**src/rtl/mdu_iter_pkg.sv**
```systemverilog
// Shared encodings for the iterative multiply/divide unit.
package mdu_iter_pkg;

    localparam logic MDU_OP_MUL = 1'b0;
    localparam logic MDU_OP_DIV = 1'b1;

    typedef enum logic [1:0] {
        S_IDLE = 2'd0,
        S_CALC = 2'd1,
        S_FIX  = 2'd2,
        S_DONE = 2'd3
    } mdu_state_e;

endpackage

```
**src/rtl/mdu_step.sv**
```systemverilog
// One radix-2 iteration: shift-add multiply or restoring shift-subtract divide.
module mdu_step
    import mdu_iter_pkg::*;
#(
    parameter int WIDTH = 32
) (
    input  logic                 op_i,
    input  logic [2*WIDTH-1:0]   acc_i,
    input  logic [WIDTH:0]       rem_i,
    input  logic [WIDTH-1:0]     mag_i,
    output logic [2*WIDTH-1:0]   acc_o,
    output logic [WIDTH:0]       rem_o
);

    logic [WIDTH:0]   sum;
    logic [WIDTH+1:0] shifted;
    logic [WIDTH+1:0] diff;

    always_comb begin
        // Multiply: acc = {partial product, remaining multiplier bits}, LSB first.
        sum     = {1'b0, acc_i[2*WIDTH-1:WIDTH]} + {1'b0, {WIDTH{acc_i[0]}} & mag_i};
        // Divide: dividend bits shift out of acc MSB-first into the remainder.
        shifted = {rem_i, acc_i[WIDTH-1]};
        diff    = shifted - {2'b00, mag_i};
        if (op_i == MDU_OP_MUL) begin
            acc_o = {sum, acc_i[WIDTH-1:1]};
            rem_o = rem_i;
        end else begin
            acc_o = {{WIDTH{1'b0}}, acc_i[WIDTH-2:0], ~diff[WIDTH+1]};
            rem_o = diff[WIDTH+1] ? shifted[WIDTH:0] : diff[WIDTH:0];
        end
    end

endmodule

```
**src/rtl/mdu_iter.sv**
```systemverilog
// Iterative MULT/MULTU/DIV/DIVU unit for EXE; WIDTH steps on magnitudes, then a sign fix-up.
module mdu_iter
    import mdu_iter_pkg::*;
#(
    parameter int WIDTH = 32,
    parameter int CNT_W = 6
) (
    input  logic             clk,
    input  logic             resetn,
    input  logic             mdu_start,
    input  logic             mdu_op,
    input  logic             mdu_signed,
    input  logic [WIDTH-1:0] mdu_src1,
    input  logic [WIDTH-1:0] mdu_src2,
    input  logic             mdu_cancel,
    output logic             mdu_busy,
    output logic             mdu_done,
    output logic [WIDTH-1:0] mdu_hi,
    output logic [WIDTH-1:0] mdu_lo,
    output logic             mdu_div_zero
);

    function automatic logic [WIDTH-1:0] fix_sign(input logic [WIDTH-1:0] x, input logic neg);
        return neg ? (~x + 1'b1) : x;
    endfunction

    function automatic logic [2*WIDTH-1:0] fix_sign2(input logic [2*WIDTH-1:0] x, input logic neg);
        return neg ? (~x + 1'b1) : x;
    endfunction

    mdu_state_e         state_q, state_d;
    logic [CNT_W-1:0]   cnt_q, cnt_d;
    logic               op_q, op_d;
    logic               qneg_q, qneg_d;
    logic               rneg_q, rneg_d;
    logic               dzp_q, dzp_d;
    logic [WIDTH-1:0]   mag_q, mag_d;
    logic [2*WIDTH-1:0] acc_q, acc_d;
    logic [WIDTH:0]     rem_q, rem_d;
    logic [WIDTH-1:0]   hi_q, hi_d;
    logic [WIDTH-1:0]   lo_q, lo_d;
    logic               dz_q, dz_d;

    logic               s1, s2;
    logic [WIDTH-1:0]   m1, m2;
    logic [2*WIDTH-1:0] step_acc;
    logic [WIDTH:0]     step_rem;

    assign s1 = mdu_signed & mdu_src1[WIDTH-1];
    assign s2 = mdu_signed & mdu_src2[WIDTH-1];
    assign m1 = fix_sign(mdu_src1, s1);
    assign m2 = fix_sign(mdu_src2, s2);

    mdu_step #(.WIDTH(WIDTH)) u_step (
        .op_i  (op_q),
        .acc_i (acc_q),
        .rem_i (rem_q),
        .mag_i (mag_q),
        .acc_o (step_acc),
        .rem_o (step_rem)
    );

    always_comb begin
        state_d = state_q;
        cnt_d   = cnt_q;
        op_d    = op_q;
        qneg_d  = qneg_q;
        rneg_d  = rneg_q;
        dzp_d   = dzp_q;
        mag_d   = mag_q;
        acc_d   = acc_q;
        rem_d   = rem_q;
        hi_d    = hi_q;
        lo_d    = lo_q;
        dz_d    = dz_q;
        case (state_q)
            S_IDLE: begin
                if (mdu_start && !mdu_cancel) begin
                    op_d    = mdu_op;
                    qneg_d  = s1 ^ s2;
                    rneg_d  = s1;
                    dzp_d   = (mdu_op == MDU_OP_DIV) && (m2 == '0);
                    mag_d   = (mdu_op == MDU_OP_DIV) ? m2 : m1;
                    acc_d   = {{WIDTH{1'b0}}, (mdu_op == MDU_OP_DIV) ? m1 : m2};
                    rem_d   = '0;
                    cnt_d   = CNT_W'(WIDTH - 1);
                    state_d = S_CALC;
                end
            end
            S_CALC: begin
                if (mdu_cancel) begin
                    state_d = S_IDLE;
                end else begin
                    acc_d = step_acc;
                    rem_d = step_rem;
                    if (cnt_q == '0) state_d = S_FIX;
                    else             cnt_d   = cnt_q - 1'b1;
                end
            end
            S_FIX: begin
                if (mdu_cancel) begin
                    state_d = S_IDLE;
                end else begin
                    if (op_q == MDU_OP_MUL) begin
                        {hi_d, lo_d} = fix_sign2(acc_q, qneg_q);
                        dz_d         = 1'b0;
                    end else begin
                        // Remainder fix-up of a zero divisor already yields the raw dividend.
                        hi_d = fix_sign(rem_q[WIDTH-1:0], rneg_q);
                        lo_d = dzp_q ? {WIDTH{1'b1}} : fix_sign(acc_q[WIDTH-1:0], qneg_q);
                        dz_d = dzp_q;
                    end
                    state_d = S_DONE;
                end
            end
            default: state_d = S_IDLE;
        endcase
    end

    always_ff @(posedge clk or negedge resetn) begin
        if (!resetn) begin
            state_q <= S_IDLE;
            cnt_q   <= '0;
            op_q    <= MDU_OP_MUL;
            qneg_q  <= 1'b0;
            rneg_q  <= 1'b0;
            dzp_q   <= 1'b0;
            mag_q   <= '0;
            acc_q   <= '0;
            rem_q   <= '0;
            hi_q    <= '0;
            lo_q    <= '0;
            dz_q    <= 1'b0;
        end else begin
            state_q <= state_d;
            cnt_q   <= cnt_d;
            op_q    <= op_d;
            qneg_q  <= qneg_d;
            rneg_q  <= rneg_d;
            dzp_q   <= dzp_d;
            mag_q   <= mag_d;
            acc_q   <= acc_d;
            rem_q   <= rem_d;
            hi_q    <= hi_d;
            lo_q    <= lo_d;
            dz_q    <= dz_d;
        end
    end

    assign mdu_busy     = (state_q == S_CALC) || (state_q == S_FIX);
    assign mdu_done     = (state_q == S_DONE);
    assign mdu_hi       = hi_q;
    assign mdu_lo       = lo_q;
    assign mdu_div_zero = dz_q;

endmodule

```
**config.mk**
```make
export PLATFORM = sky130hd
export DESIGN_NAME = mdu_iter
export DESIGN_NICKNAME = d
export VERILOG_FILES = /design/src/rtl/mdu_iter_pkg.sv /design/src/rtl/mdu_step.sv /design/src/rtl/mdu_iter.sv
export SDC_FILE = /design/constraint.sdc
export NUM_CORES = 1
export LEC_CHECK = 0
export CAP_MARGIN = 10
export CELL_PAD_IN_SITES_DETAIL_PLACEMENT = 2
export CELL_PAD_IN_SITES_GLOBAL_PLACEMENT = 2
export CORE_MARGIN = 1.5
export CORE_UTILIZATION = 38
export CTS_CLUSTER_DIAMETER = 40
export CTS_CLUSTER_SIZE = 24
export DETAILED_ROUTE_END_ITERATION = 8
export GPL_TIMING_DRIVEN = 1
export PLACE_DENSITY = 0.86
export SLEW_MARGIN = 10
export SYNTH_ARGS = -nofsm -noshare
export SYNTH_HDL_FRONTEND = slang
export SYNTH_SLANG_ARGS = --single-unit
```
**constraint.sdc**
```tcl
create_clock -name clk -period 8.9 [get_ports clk]
set_input_delay 1.335 -clock clk [delete_from_list [all_inputs] [get_ports clk]]
set_output_delay 1.335 -clock clk [all_outputs]
set_load 0.02 [all_outputs]
```
==> flow_summary.yaml <==
power_and_ir_drop:
  ir_worst_vdd_mv: 0.204
  swShare: 0.488
  netSwitchingPower_mw: 4.01
  intPower_mw: 4.21
  p_leak_nw: 8.57
  p_comb_frac: 0.532
  finalPower_mw: 8.22
  powerDensity_nw_per_um2: 414
  seq_power_share: 0.233
  power_frac_clock: 0.235
finish:
  diodes: 0
  area_delta_synth_final_pct: 21.2
  multiInputGateArea_um2: 10500
  drive_gt1_frac: 0.0770
  fill_cells: 4626
  seq_area_um2: 5160
  final_util: 0.470
  fin_nets: 2292
  final_cell_area_um2: 19800
  final_cells: 2722
placement:
  io_buffers: 136
  hpwl_um: 51200
  dp_cells: 2637
  pre_cts_ws_ns: 3.98
  post_dp_cell_area_um2: 18100
  place_congestion: 0.911
timing:
  tightest_slew_ns: 0.986
  fin_crit_sh: 0.522
  period_needed_ns: 4.65
  setup_viol: 0
  tns_ns: 0
  fin_worst_skew_ns: 0.0359
  maxSlewHeadroom: 0.336
  drv_slew: 0
  setup_slack_ns: 4.25
  hold_violations: 0
  hold_slack_ns: 0.474
  max_freq_mhz: 215
  rsz0062_at_grt: "no"
clocking:
  cts_resized: 0
  postCtsSetupBuffers: 0
  cts_sinks: 206
  cts.path.max_buffers: 3
  root_buffer: "clkbuf_16"
  cts_tree: "yes"
  clock_latency_ns: 0.61
  postCtsHoldBufs: 0
  numCtsBuffers: 46
  clk_pin_slew_ns: 0.06
  ctsHtreeMaxLevel: 2
routing:
  drtPass1Iterations: 5
  antenna_left: 0
  drt-total-wl_um: 72900
  drc: 0
  drt_iter0_markers: 1121
  avgViaCountPerCell: 6.14
  dr_wl_met2_um: 36400
  route.met3.wl_um: 2580
  highest_layer: "met4"
  wl_per_cell_um: 26.8
  vias: 16700
  drt-met1-wl_um: 29600
grt:
  grt_first_pass_wirelength_um: 112000
  globalRouteTotalUtil: 0.329
  grt-ovfl-total: 0
  grt_max_degree: 100
  antenna_found_initial: 0
  first_global_vias: 18500
synthesis:
  yosysMostFrequentCell: "nand2_1"
  yosys_warnings: 0
  yosysSeqAreaShare: 0.315
  synth_top_cell_by_area: "dfrtp_1"
  synth_edf_count: 0
  ys_ff_latch: 206
  mappedNetlistArea_um2: 16400
  synth_cells: 2059
  syn_area_per_cell_um2: 7.96
  synth_top_area_share: 0.315
  synthesis.nets: 2205
  yosys_most_used_dff: "dfrtp_1"
  synth_common_cells: "nand2_1, o21ai_0, dfrtp_1, nor2_1, a21oi_1"
  synth_cell_types: 70
  synth_area_leaders: "dfrtp_1, o21ai_0, nand2_1"
  async_flop_share: 1.00
die:
  fp.dieW_um: 211
  die_h_um: 211
  placementRows: 75
  io-pin-count: 137
  die-area_um2: 44400
  core_area_um2: 42200
  start_util: 0.388
worst_setup_path:
  worstSetupStartpoint: "mdu_src2[0]"
  crit_family: "simple AND/OR/NAND/NOR gates"
  cp_slowest_stage_delay_ns: 0.64
  worstSetupStartpointType: "input port"
  cp_data_required_time_ns: 9.33
  worst-path-max-fanout: 4
  critPathKind: "input port to flop"
  r2r-start: "acc_q[0]$_DFFE_PN0P_"
  cp_num_buf_inv: 2
  crit_path_cell_trace: "clkdlybuf4s50_1 -> inv_1 -> ha_1 -> or4b_2 -> nor4b_1 -> and2_1 -> a21oi_1 -> xor2_1 -> nor3_1 -> and4_1 -> nand4_1 -> o41ai_1"
  crit_path_end_kind: "flop"
  cp_data_arrival_time_ns: 5.08
  crit_slowest_cell: "nor4b_1"
run:
  drv_cap: 0
outcome:
  outcome: "finished, final reports clean"
min_path:
  hp-start: "mdu_hi[7]$_DFFE_PN0P_"
  min_path_type: "flop to flop"
[power groups by stage]
stage	Combinational (mW)	Sequential, mW	Clock, mW
floorplan	2.66	1.79	0
global placement	3.95	1.85	0
detailed placement	4.17	1.89	0
CTS	4.34	1.90	1.95
global route	4.70	1.96	1.99
finish	4.37	1.91	1.93
[cells by family after synthesis]
kind of cell    count (synthesis)  share of synthesized area
buf+inv                       183                     0.0430
compound gates                652                      0.243
xor+xnor                      203                      0.109
fa+ha+maj                      76                     0.0590
flops                         206                      0.315
simple gates                  663                      0.183
mux                            76                     0.0489
[worst register-to-register path, stage by stage, from the launching register on]
cell and delay, ns:
dfrtp_1 0.45, inv_1 0.16, buf_4 0.37, nor2_1 0.20
ha_1 0.40, a21oi_1 0.27, o21ai_0 0.19, a221oi_1 0.38
nand4_1 0.23, a2111oi_0 0.72, o31ai_1 0.27, a31oi_1 0.34
o21ai_0 0.18, a31o_2 0.27
[final cells by class]
cell class | count | share of cell area
well taps | 539 | 0.0340
repair buffers | 155 | 0.0757
clock inverters | 31 | 0.0243
clock buffers | 54 | 0.0620
inverters | 67 | 0.0127
multi-input cells | 1670 | 0.531
flip-flops and latches | 206 | 0.260
[state kept, by name (all words and copies together), names as in the netlist]
register      flops
acc_q            64
rem_q            33
state_q           2
mdu_lo           32
qneg_q            1
dzp_q             1
op_q              1
mdu_hi           32
mdu_div_zero      1
cnt_q             6
mag_q            32
rneg_q            1
[final timing paths]
check	cells after the start	to	slack, ns
setup / recovery	12	dzp_q$_DFFE_PN0P_	4.25
min in group asynchronous	1	cnt_q[1]$_DFFE_PN0P_	0.87
max in group asynchronous	2	op_q$_DFFE_PN0P_	6.57
hold / removal	2	mdu_hi[7]$_DFFE_PN0P_	0.47
hold reg to reg	2	mdu_hi[7]$_DFFE_PN0P_	0.47
setup reg to reg	13	acc_q[63]$_DFFE_PN0P_	4.37
[routing by layer]
metal / global-route usage / up-vias
met1: 0.386 / 8550
met2: 0.577 / 466
met3: 0.0378 / 199
li1: - / 7507
met4: 0.197 / 0
met5: 0 / -
[cells in the final DEF (no fill, tap or decap), types with 24 or more instances in the layout]
cell type and n:
ha_1 73, o21ai_0 240, xor2_1 111, nand2_1 266, clkdlybuf4s50_1 134, a211oi_1 33, a21o_1 42, mux2i_1 44
o31ai_1 32, dfrtp_1 204, or3_1 35, nand3_1 24, nor3_1 30, nor2_1 196, clkbuf_16 46, mux2_2 32
inv_1 67, xnor2_1 92, a21oi_1 173
Power figures use the tool's default switching activity.
